===== src/rtl/rf_write_arbiter.sv =====
// Register-file write-port arbiter: a pipeline WB requester (A) and a multi-cycle unit (B) share
// one registered write port; B gains priority after STARVE_LIMIT consecutive denied cycles.
module rf_write_arbiter #(
    parameter int unsigned STARVE_LIMIT = 4,
    parameter int unsigned CNT_W        = 16
) (
    input  logic             clk,
    input  logic             rst_n,
    input  logic             a_valid,
    input  logic [4:0]       a_rd,
    input  logic [31:0]      a_data,
    output logic             a_ready,
    input  logic             b_valid,
    input  logic [4:0]       b_rd,
    input  logic [31:0]      b_data,
    output logic             b_ready,
    output logic             RegWrite,
    output logic [4:0]       write_reg,
    output logic [31:0]      write_data,
    output logic             b_prio,
    output logic [CNT_W-1:0] conflict_cnt
);

    typedef enum logic [0:0] {
        StPrioA,
        StPrioB
    } state_e;

    localparam logic [3:0] StarveLimit = 4'(STARVE_LIMIT);

    state_e           state_q, state_d;
    logic [3:0]       starve_q, starve_d;
    logic [CNT_W-1:0] conflict_cnt_q, conflict_cnt_d;
    logic             reg_write_q, reg_write_d;
    logic [4:0]       write_reg_q, write_reg_d;
    logic [31:0]      write_data_q, write_data_d;

    logic        a_grant;
    logic        b_grant;
    logic [4:0]  sel_rd;
    logic [31:0] sel_data;

    // Grants are suppressed while reset is asserted so nothing is consumed during reset.
    always_comb begin
        a_grant = 1'b0;
        b_grant = 1'b0;
        if (rst_n) begin
            if (a_valid && b_valid) begin
                a_grant = (state_q == StPrioA);
                b_grant = (state_q == StPrioB);
            end else begin
                a_grant = a_valid;
                b_grant = b_valid;
            end
        end
    end

    assign a_ready = a_grant;
    assign b_ready = b_grant;

    always_comb begin
        starve_d = starve_q;
        if (!b_valid || b_grant) begin
            starve_d = 4'd0;
        end else if (starve_q != 4'hF) begin
            starve_d = starve_q + 4'd1;
        end
    end

    always_comb begin
        state_d = state_q;
        unique case (state_q)
            StPrioA: begin
                if (starve_d == StarveLimit) begin
                    state_d = StPrioB;
                end
            end
            StPrioB: begin
                // Priority is one-shot: drop it once B is served or withdraws.
                if (b_grant || !b_valid) begin
                    state_d = StPrioA;
                end
            end
            default: state_d = StPrioA;
        endcase
    end

    always_comb begin
        sel_rd   = a_grant ? a_rd : b_rd;
        sel_data = a_grant ? a_data : b_data;
    end

    // Writes to x0 are consumed but zero the port instead of holding the previous address.
    always_comb begin
        reg_write_d  = 1'b0;
        write_reg_d  = write_reg_q;
        write_data_d = write_data_q;
        if (a_grant || b_grant) begin
            if (sel_rd != 5'd0) begin
                reg_write_d  = 1'b1;
                write_reg_d  = sel_rd;
                write_data_d = sel_data;
            end else begin
                write_reg_d  = 5'd0;
                write_data_d = 32'd0;
            end
        end
    end

    always_comb begin
        conflict_cnt_d = conflict_cnt_q;
        if (a_valid && b_valid && (conflict_cnt_q != {CNT_W{1'b1}})) begin
            conflict_cnt_d = conflict_cnt_q + CNT_W'(1);
        end
    end

    always_ff @(posedge clk) begin
        if (!rst_n) begin
            state_q        <= StPrioA;
            starve_q       <= 4'd0;
            conflict_cnt_q <= '0;
            reg_write_q    <= 1'b0;
            write_reg_q    <= 5'd0;
            write_data_q   <= 32'd0;
        end else begin
            state_q        <= state_d;
            starve_q       <= starve_d;
            conflict_cnt_q <= conflict_cnt_d;
            reg_write_q    <= reg_write_d;
            write_reg_q    <= write_reg_d;
            write_data_q   <= write_data_d;
        end
    end

    assign RegWrite     = reg_write_q;
    assign write_reg    = write_reg_q;
    assign write_data   = write_data_q;
    assign b_prio       = (state_q == StPrioB);
    assign conflict_cnt = conflict_cnt_q;

endmodule


===== config.mk =====
export PLATFORM = sky130hd
export DESIGN_NAME = rf_write_arbiter
export DESIGN_NICKNAME = d
export VERILOG_FILES = /design/src/rtl/rf_write_arbiter.sv
export SDC_FILE = /design/constraint.sdc
export NUM_CORES = 1
export LEC_CHECK = 0
export ABC_AREA = 1
export BUFFER_PORTS_ARGS = -buffer_cell sky130_fd_sc_hd__buf_2
export CAP_MARGIN = 20
export CORE_ASPECT_RATIO = 0.75
export CORE_MARGIN = 10
export CORE_UTILIZATION = 30
export CTS_BUF_LIST = sky130_fd_sc_hd__clkbuf_8
export CTS_CLUSTER_SIZE = 10
export DETAILED_ROUTE_END_ITERATION = 7
export GPL_TIMING_DRIVEN = 0
export SETUP_SLACK_MARGIN = 0.02
export SYNTH_ARGS = -nofsm -noshare
export SYNTH_HDL_FRONTEND = slang
export SYNTH_SLANG_ARGS = --single-unit

===== constraint.sdc =====
create_clock -name clk -period 1.75 [get_ports clk]
set_clock_uncertainty 0.05 [all_clocks]
set_input_delay 0.2625 -clock clk [delete_from_list [all_inputs] [get_ports clk]]
set_output_delay 0.2625 -clock clk [all_outputs]
set_load 0.05 [all_outputs]

=== After elaboration in Yosys (flattened, before gate mapping) ===
Cells that the tools add are included.

* Input port bits: 78
* Output and inout bits: 57
* Register bits after elaboration: 59
* Logic and storage cells: 33

* $add $sub $neg: 2
* Mux-type cells: 14
* Eq/ne operators: 3
* Bitwise operators: 1
* Reductions and logical operators: 7

{| class="wikitable"
|+ Operators with widths
! kind !! number
|-
| $mux 32 || 2
|-
| $add 16x1->16 const B || 1
|-
| $ne 16x16->1 const B || 1
|-
| $mux 5 || 2
|-
| $mux 4 || 2
|-
| $mux 1 || 7
|-
| $reduce_bool 5->1 || 1
|-
| $add 4x1->4 const B || 1
|-
| $eq 4x3->1 const B || 1
|-
| $ne 4x4->1 const B || 1
|-
| $logic_and 1x1->1 || 2
|-
| $logic_or 1x1->1 || 2
|-
| $pmux 1 s2 || 1
|-
| $reduce_and 2->1 || 1
|-
| $logic_not 1->1 || 1
|-
| $not 1->1 || 1
|}

=== Logic depth before layout (Yosys ltp) ===
Gate-level depths: netlist of run 1.

* Depth in word-level cells: 8
* Gate-level depth with buffers: 11
* Depth with buffers taken out: 9

=== Worst setup path after synthesis of run 1 ===
No wires, ideal clock.

* Kind: register to register
* Start point: register state_q (netlist: b_prio)
* End point: register state_q (netlist: b_prio)
* Stages on the path, launching flop included: 7
* Path buffers: 0
* Setup time: 0.071 ns
* Slack: -0.377 ns
* Arrival time: 2.006 ns
* Clock period less this slack: 2.127 ns
* Data required time: 1.629 ns
* Cells stage by stage: dfxtp_1 -> inv_1 -> a21oi_1 -> nor2_1 -> o211ai_1 -> nand2_1 -> a21oi_1

* Word-level cells in the longest chain between the ends: 7
* Elaborated cells between the ends (all ways): 9
* Classes of those cells: 1 x eq/ne; 6 x mux; 1 x bitwise; 1 x reduce/logical

{| class="wikitable"
|+ Ends and longest elaborated chain
! element !! line !! text
|-
| start: declaration || 31 || <nowiki>state_e state_q, state_d;</nowiki>
|-
| start signal: assignment || 119 || <nowiki>state_q <= StPrioA;</nowiki>
|-
| start signal: assignment || 126 || <nowiki>state_q <= state_d;</nowiki>
|-
| $mux 1 (*) || 48 || <nowiki>if (a_valid && b_valid) begin</nowiki>
|-
| $mux 1 (*) || 47 || <nowiki>if (rst_n) begin</nowiki>
|-
| net b_ready || 16 || <nowiki>output logic b_ready,</nowiki>
|-
| $logic_or 1x1->1 (*) || 63, 80 ||
|-
| $mux 4 || 63 || <nowiki>if (!b_valid || b_grant) begin</nowiki>
|-
| $eq 4x3->1 || 74 || <nowiki>if (starve_d == StarveLimit) begin</nowiki>
|-
| $mux 1 || 74 ||
|-
| $pmux 1 s2 (*) || 72 || <nowiki>unique case (state_q)</nowiki>
|}

The timed path passes the listed nets; every way through them passes the cells marked *.
A chain may end at the register's enable or synchronous reset.

=== Worst setup path after layout of run 1 ===
* Start point: register state_q (netlist: b_prio)
* End point: register write_data_q[1] (netlist: write_data[1])

* Word-level cells in the longest chain between the ends: 6
* Elaborated cells between the ends (all ways): 10
* Classes of those cells: 7 x mux; 1 x bitwise; 2 x reduce/logical

{| class="wikitable"
|+ Ends and longest elaborated chain
! element !! line !! text
|-
| $not 1->1 || -- ||
|-
| $mux 1 || 48 ||
|-
| $mux 1 || 47 ||
|-
| $mux 5 || 89 || <nowiki>sel_rd = a_grant ? a_rd : b_rd;</nowiki>
|-
| $reduce_bool 5->1 || 99 || <nowiki>if (sel_rd != 5'd0) begin</nowiki>
|-
| $mux 32 || 99 ||
|-
| end signal: assignment || 131 || <nowiki>write_data_q <= write_data_d;</nowiki>
|-
| end: declaration || 36 || <nowiki>logic [31:0] write_data_q, write_data_d;</nowiki>
|}

Several ways; a longest one is shown, not always the timed one.

==> results.ini, run 1 <==
[status]
status=finished, final reports clean

[routing]
wl_per_cell_um=14.6
vias=3514
drc=0
ant_nets=0
drtIter0Drc=173
routed_wirelength_um=11000
first_pass_iters=5
via_per_inst=4.67

[synthesis]
synth-seq-cells=59
ys_seq_area_frac=0.392
yosysUniqueCellTypes=28
synth_nets=544
yosysWarnings=0
netlist_instances=464
synth_area_sq_um=3010
avgSynthCellArea_sq_um=6.50

[die]
die_h_um=107
die_w_um=136
rows=31
start_util=0.310
dieArea_sq_um=14500
num_io_pins=135
coreArea_sq_um=9740

[worst_setup_path]
path_cells=nand2_4 -> nand2_2 -> buf_6 -> nand2_1 -> nand2_2 -> nor2_4 -> nand3_4 -> buf_2 -> nand3_1 -> a21oi_1
critPathRequiredTime_ns=1.90
worstReg2RegStart=b_prio
cp-start-kind=flip-flop
reg2reg_slack_ns=0.10
crit_family=simple AND/OR/NAND/NOR gates
cpMostUsedCell=nand2_2
critPathSlowestCell=dfxtp_4
critPathMaxStageDelay_ns=0.37
critPathArrivalTime_ns=1.80
crit_path_end=write_data[1]
crit_buf_inv=2
cp-startpoint=b_prio
reg2reg_to=write_data[1]
worst-path-stages=10
end_kind=flip-flop
critPathMaxFanout=10
reg2reg_depth=10
crit_type=reg -> reg

[sta]
slew_viol_final=0
fin_crit_sh=0.941
hold_violations=0
fin_crit_ns=1.65
worst_pin_slew_ns=0.541
finalSetupViolCount=0
fmax_mhz=607
slew_headroom=0.640

[cts]
clkLatencyLatePin_ns=0.34
clkTransAtPathRegs_ns=0.07
root_buffer=clkbuf_8
cts_tree=yes
cts_buffer_depth=2
cts_made_buffers=9
clock_sinks=59
htreeDepth=3

[placement]
dp_hpwl_um=8580
gp_congestion=0.867
place_area_sq_um=3870
portBuffers=134

[power_and_ir_drop]
p_per_area_nw_per_um2=846
peakVddDrop_mv=0.363
power_leakage_nw=2.11
finalPower_mw=3.65

[final_layout]
area_growth_pct=43.0
utilization=0.443
largest_reg_flops=32
nets=696
drive_above_1_share=0.333
final_area_sq_um=4310
antennaDiodeCount=0

[job]
maxCapViolCount=0

[worst_hold_path]
hold_path_depth=3
hold_path_class=in -> reg

[grt]
grt_max_degree=12
grt_pass1_vias=3485
antenna_found_initial=0
gr-total-overflow=0
grt_first_pass_wirelength_um=17000
grtUsageTotal=0.142

[worst min-delay path, cell delays in order]
cell and delay (ns):
buf_2 0.13, o21ai_0 0.07, a21oi_1 0.04
[power breakdown]
part	leakage [nW]	switching (mW)	internal [mW]
Clock	0.113	0.577	0.841
Combinational	1.51	0.539	0.241
Sequential	0.487	0.0400	1.41
[metrics by stage]
step	setup WS [ns]	hold WS, ns	instances	setup TNS (ns)
floorplan	0.0209	0.343	464	0
finish	0.103	0.155	753	0
global placement	-0.207	0.400	730	-8.06
global route	-0.00640	0.156	753	-0.0114
detailed placement	-0.230	0.403	730	-8.92
CTS	0.0182	0.142	746	0
[worst min path at each step]
stage / start / endpoint
after floorplan: rst_n / conflict_cnt[5]
after global placement: write_data[17] / write_data[17]
after detailed placement: write_data[8] / write_data[8]
after CTS: rst_n / conflict_cnt[5]
after global routing: rst_n / conflict_cnt[5]
final: rst_n / conflict_cnt[5]
[routing by layer]
layer  part of all wire  routed length (um)  vias to the layer above  GRT usage
li1                   -                   -                     1791          -
met1               0.45                4980                     1602      0.170
met2               0.46                5070                      109      0.235
met3              0.072                 791                       12     0.0485
met4              0.015                 163                        0     0.0422
met5                  0                   0                        -          0
[kinds of logic (layout without fill, tap and decap cells)]
kind of cell               count (synthesis)  after routing  share of synthesized area
and+or+nand+nor                          278            278                      0.384
AOI/OAI and AO/OA                         59             59                      0.105
DFF                                       59             59                      0.392
xor gates and xnor gates                   9              9                     0.0262
buffers and inverters                     57            214                     0.0843
adders and majority gates                  2              2                    0.00830
[cells in the final DEF, fill, tap and decap left out, drive strengths merged]
| master | n |
|---|---|
| nor3 | 12 |
| nor2 | 24 |
| nand4 | 1 |
| o211ai | 6 |
| a31oi | 1 |
| clkbuf | 24 |
| inv | 30 |
| xnor2 | 3 |
| clkinv | 5 |
| clkinvlp | 2 |
| buf | 151 |
| or2 | 3 |
| bufinv | 2 |
| nand2 | 184 |
| dfxtp | 59 |
| nand3 | 52 |
| a211oi | 1 |
| and2 | 1 |
| o21ai | 8 |
| a21oi | 43 |
| nand3b | 1 |
| xor2 | 6 |
| ha | 2 |
[repair_timing]
item / 4_1_cts / 5_1_grt
pin swaps: 2 / 10
resized for setup: 11 / 27
hold buffers: 0 / 0
buffers inserted: 0 / 4
setup endpoints to repair: 46 / 54
gates cloned: 0 / 3
[layout make-up]
cell class	instances	area, sq um
fillers	1024	5430
multi-input cells	348	1700
flip-flops and latches	59	1200
repair buffers	141	738
well taps	132	165
plain buffers	24	149
clock buffers	10	138
inverters	33	129
clock inverters	6	87.6
[cell usage after synthesis (all sizes together)]
cell type / number / area share
xor2: 6 / 0.017
a211oi: 1 / 0.0025
dfxtp: 59 / 0.39
nand3: 52 / 0.088
ha: 2 / 0.0083
inv: 30 / 0.037
nand2: 184 / 0.23
o211ai: 6 / 0.015
nor3: 12 / 0.020
nand4: 1 / 0.0021
nand3b: 1 / 0.0025
a31oi: 1 / 0.0021
or2: 3 / 0.0062
clkbuf: 13 / 0.016
nor2: 24 / 0.032
clkinv: 3 / 0.0042
buf: 11 / 0.027
o21ai: 8 / 0.013
xnor2: 3 / 0.0087
and2: 1 / 0.0021
a21oi: 43 / 0.073
Note: power is estimated with default switching activity, not from simulation.
==> run 2, diff against run 1 <==
--- a/config.mk
+++ b/config.mk
@@ -14,8 +14,8 @@
 export CTS_BUF_LIST = sky130_fd_sc_hd__clkbuf_8
 export CTS_CLUSTER_SIZE = 10
 export DETAILED_ROUTE_END_ITERATION = 7
-export GPL_TIMING_DRIVEN = 0
 export SETUP_SLACK_MARGIN = 0.02
+export SLEW_MARGIN = 20
 export SYNTH_ARGS = -nofsm -noshare
 export SYNTH_HDL_FRONTEND = slang
 export SYNTH_SLANG_ARGS = --single-unit
==> results.ini, run 2 (synthesized netlist as in run 1, its figures left out) <==
[sta]
worst_pin_slew_ns=0.355  ; -0.186 ns
rsz0062_at_grt=no
fmax_mhz=606  ; -0.15%
slew_headroom=0.764  ; +0.124
finalSetupViolCount=0  ; unchanged
fin_crit_sh=0.942  ; +0.00144
fin_crit_ns=1.65  ; +0.00252 ns
slew_viol_final=0  ; unchanged
hold_violations=0  ; unchanged
finalSetupTns_ns=0  ; unchanged

[final_layout]
nets=682  ; -2.0%
num-fill-cells=1073  ; +4.8%
layout_commonest_cell=nand2_1
area_growth_pct=37.9
multi_input_area_sq_um=1620  ; -5.1%
layoutNonFillerInstCount=739  ; -1.9%
seq_area_sq_um=1200  ; -0.21%
largest_reg_flops=32  ; unchanged
drive_above_1_share=0.318  ; -0.0154
mostFrequentLayoutCells=nand2_1, buf_2, dfxtp_1
antennaDiodeCount=0  ; unchanged

[routing]
drc=0  ; unchanged
via_per_inst=4.62  ; -1.1%
wl_per_cell_um=13.6  ; -6.9%
vias=3412  ; -2.9%
ant_nets=0  ; unchanged
drtIter0Drc=188  ; +8.7%
routed_wirelength_um=10100  ; -8.6%
first_pass_iters=5  ; unchanged

[cts]
cts_tree=yes
root_buffer=clkbuf_8
cts_made_buffers=9  ; unchanged
clkLatencyLatePin_ns=0.34  ; about the same
htreeDepth=3  ; unchanged
clock_sinks=59  ; unchanged
clkTransAtPathRegs_ns=0.08  ; about the same
cts_buffer_depth=2  ; unchanged
holdBufCountCts=0  ; unchanged

[worst_setup_path]
critPathArrivalTime_ns=1.34  ; -0.46 ns
end_kind=output pin
critPathMaxFanout=6  ; -4
cp-start-kind=flip-flop
crit_family=buffers and inverters
critPathRequiredTime_ns=1.44  ; -0.46 ns
critPathMaxStageDelay_ns=0.34  ; -0.03 ns
path_cells=a21oi_2 -> buf_4 -> buf_2
crit_type=reg -> out
critPathSlowestCell=dfxtp_2
crit_buf_inv=2  ; unchanged

[die]
num_io_pins=135  ; unchanged
coreArea_sq_um=9740  ; unchanged
start_util=0.310  ; unchanged
die_h_um=107  ; unchanged
die_w_um=136  ; unchanged
dieArea_sq_um=14500  ; unchanged
rows=31  ; unchanged

[placement]
dp_hpwl_um=7870  ; -8.3%
place_inst=722  ; -1.1%
gp_congestion=0.861  ; -0.63%
portBuffers=134  ; unchanged

[power_and_ir_drop]
peakVddDrop_mv=0.359  ; -1.0%
p_per_area_nw_per_um2=833  ; -1.6%
power_leakage_nw=2.07  ; -2.2%
finalPower_mw=3.46  ; -5.2%

[status]
status=finished, final reports clean

[grt]
grt_first_pass_wirelength_um=16600  ; -2.0%
grt_max_degree=43  ; +31
antenna_found_initial=0  ; unchanged
grt_pass1_vias=3494  ; +0.26%
grtUsageTotal=0.137  ; -0.00470
gr-total-overflow=0  ; unchanged

[worst_hold_path]
hold_path_class=in -> reg

[job]
maxCapViolCount=0  ; unchanged

run 2: changes by cell type in the layout (fill, tap and decap cells not counted), sizes merged:
| cell | before | now |
|---|---|---|
| bufinv | 2 | 1 |
| clkinvlp | 2 | 3 |
| clkbuf | 24 | 9 |
| clkinv | 5 | 4 |
| inv | 30 | 32 |
run 2: metal layers:
| metal | part of all wire | track usage | vias to the layer above |
|---|---|---|---|
| li1 | - | - | 1763 |
| met1 | 0.45 | 0.163 | 1529 |
| met2 | 0.47 | 0.230 | 108 |
| met3 | 0.068 | 0.0462 | 12 |
| met4 | 0.011 | 0.0391 | 0 |
| met5 | 0 | 0 | - |
run 2: power by group:
| part | leakage, nW | internal [mW] | switching, mW |
|---|---|---|---|
| combinational | 1.49 | 0.239 | 0.513 |
| sequential | 0.487 | 1.41 | 0.0379 |
| clock | 0.0924 | 0.664 | 0.595 |
run 2: what timing repair did:
action	CTS	global route
pin swaps	0	2
buffers inserted	0	1
endpoints found under the setup margin	5	16
gates cloned	0	0
resized for setup	1	8
run 2: layout make-up:
type,instances,area share
inverter,33,0.0301
timing repair buffer,151,0.205
clock buffer,9,0.0298
multi-input combinational,348,0.389
clock inverter,7,0.0184
sequential,59,0.288
tap,132,0.0397
run 2: worst register-to-register path: stages (launching register included):
cell     delay (ns)
dfxtp_4        0.38
ha_4           0.15
nand3_2        0.12
nor3_4         0.22
nand3_1        0.11
nand2_2        0.13
buf_4          0.15
xor2_1         0.15
nor2_1         0.05
run 2: metrics by stage:
step           cell area (sq um)  setup WS [ns]  utilization  hold WS [ns]
6_report                    4160          0.101        0.427         0.227
4_1_cts                     4120         0.0808        0.423         0.212
3_5_place_dp                3910       -0.00519        0.402         0.403
5_1_grt                     4160         0.0127        0.427         0.243
2_1_floorplan               3030         0.0209            -         0.343
3_3_place_gp                3910         0.0161        0.402         0.400
run 2: path summary, 6_finish.rpt:
| check | start | end | slack [ns] | cells after the start |
|---|---|---|---|---|
| worst max-delay path | b_prio | a_ready | 0.10 | 3 |
| worst min-delay path | a_data[20] | write_data[20] | 0.23 | 5 |
| worst max register to register | conflict_cnt[0] | conflict_cnt[0] | 0.14 | 8 |
| worst min register to register | write_data[17] | write_data[17] | 0.41 | 2 |
==> run 3, diff against run 2 <==
--- a/config.mk
+++ b/config.mk
@@ -10,7 +10,7 @@
 export CAP_MARGIN = 20
 export CORE_ASPECT_RATIO = 0.75
 export CORE_MARGIN = 10
-export CORE_UTILIZATION = 30
+export CORE_UTILIZATION = 35
 export CTS_BUF_LIST = sky130_fd_sc_hd__clkbuf_8
 export CTS_CLUSTER_SIZE = 10
 export DETAILED_ROUTE_END_ITERATION = 7
==> results.ini, run 3 (synthesized netlist as in run 1, its figures left out) <==
[cts]
clkTransAtPathRegs_ns=0.07  ; about the same
htreeDepth=3  ; unchanged
cts_buffer_depth=2  ; unchanged
clock_sinks=59  ; unchanged
cts_tree=yes
cts_made_buffers=9  ; unchanged
root_buffer=clkbuf_8
clkLatencyLatePin_ns=0.34  ; about the same
holdBufCountCts=0  ; unchanged

[die]
coreArea_sq_um=8420  ; -14%
num_io_pins=135  ; unchanged
die_h_um=100  ; -6.0%
rows=29  ; -6.5%
die_w_um=127  ; -6.3%
start_util=0.358  ; +0.0485
dieArea_sq_um=12800  ; -12%

[routing]
wl_met2_um=4580  ; -4.0%
vias=3421  ; +0.26%
drc=0  ; unchanged
via_per_inst=4.79  ; +3.8%
top_layer_used=met4
wl_per_cell_um=13.9  ; +1.8%
wl_met1_um=4480  ; -0.20%
ant_nets=0  ; unchanged
drtIter0Drc=203  ; +8.0%
routed_wirelength_um=9890  ; -1.6%
wl_met3_um=700  ; +2.0%
first_pass_iters=5  ; unchanged

[worst_setup_path]
critPathMaxFanout=28  ; +22
critPathRequiredTime_ns=1.44  ; about the same
cp-start-kind=flip-flop
crit_type=reg -> out
end_kind=output pin
critPathArrivalTime_ns=1.33  ; about the same

[sta]
finalSetupTns_ns=0  ; unchanged
fin_crit_ns=1.65  ; -0.00384 ns
slew_viol_final=0  ; unchanged
fmax_mhz=608  ; +0.23%
rsz0062_at_grt=yes
fin_crit_sh=0.940  ; -0.00219
slew_headroom=0.766  ; +0.00290
holdWs_ns=0.225  ; -0.00144 ns
worst_pin_slew_ns=0.350  ; -0.00434 ns
layout_setup_ws_ns=0.105  ; +0.00384 ns
finalSetupViolCount=0  ; unchanged
hold_violations=0  ; unchanged

[final_layout]
area_growth_pct=36.6
mostFrequentLayoutCells=nand2_1, buf_2, dfxtp_1
antennaDiodeCount=0  ; unchanged
nets=681  ; -0.15%
layout_commonest_cell=nand2_1
largest_reg_flops=32  ; unchanged
drive_above_1_share=0.317  ; -0.00113

[power_and_ir_drop]
finalPower_mw=3.44  ; -0.43%
peakVddDrop_mv=0.351  ; -2.2%
power_leakage_nw=2.06  ; -0.17%
p_per_area_nw_per_um2=837  ; +0.51%

[job]
maxCapViolCount=0  ; unchanged

[grt]
grt_first_pass_wirelength_um=16300  ; -1.9%
grt_max_degree=43  ; unchanged
gr-total-overflow=0  ; unchanged
grtUsageTotal=0.153  ; +0.0156
grt_pass1_vias=3429  ; -1.9%
antenna_found_initial=0  ; unchanged

[placement]
gp_congestion=0.903  ; +4.9%
pre_cts_slack_ns=0.0394  ; +0.0446 ns
portBuffers=134  ; unchanged
dp_hpwl_um=7470  ; -5.1%

[status]
status=finished, final reports clean

[worst_hold_path]
hold_path_class=in -> reg

## run 3: changes by cell type in the layout (fill, tap and decap cells not counted), sizes merged
cell / previous run / this run
clkinv: 4 / 6
clkinvlp: 3 / 1
buf: 151 / 150
clkbuf: 9 / 10
inv: 32 / 31
## run 3: final timing paths
path / start / end / slack [ns] / depth (start not counted)
min: a_data[14] / write_data[14] / 0.23 / 5
max reg2reg: conflict_cnt[0] / conflict_cnt[2] / 0.11 / 9
min reg2reg: write_data[26] / write_data[26] / 0.41 / 2
max: b_prio / a_ready / 0.10 / 3
## run 3: routing by layer
layer	up-vias	track usage
met5	-	0
met3	14	0.0611
met1	1569	0.178
li1	1757	-
met2	81	0.252
met4	0	0.0489
## run 3: worst max-delay path, cell delays in order, from the launching register on
cell and delay, ns:
dfxtp_2 0.35, a21oi_4 0.22, buf_12 0.20, buf_4 0.22
## run 3: area by class of cell
cell class | instances | area (sq um)
fill | 897 | 4300
multi-input combinational | 348 | 1620
sequential | 59 | 1200
timing repair buffer | 150 | 851
clock buffer | 10 | 138
tap | 108 | 135
inverter | 33 | 125
clock inverter | 6 | 56.3
## run 3: what timing repair did
action | 4_1_cts | 5_1_grt
endpoints found under the setup margin | 9 | 17
gates resized for setup | 3 | 11
buffers inserted | 0 | 1
pin swaps | 0 | 1
## run 3: stage by stage
| step | std cells | area (sq um) | util |
|---|---|---|---|
| after global placement | 697 | 3860 | 0.459 |
| final | 714 | 4120 | 0.489 |
| after detailed placement | 697 | 3860 | 0.459 |
| after global routing | 714 | 4120 | 0.489 |
| after floorplan | 464 | 3030 | - |
| after CTS | 713 | 4070 | 0.483 |
## run 3: power breakdown
part           switching [mW]  internal, mW  total (mW)
clock                   0.564         0.684        1.25
sequential             0.0363          1.41        1.45
combinational           0.515         0.236       0.751
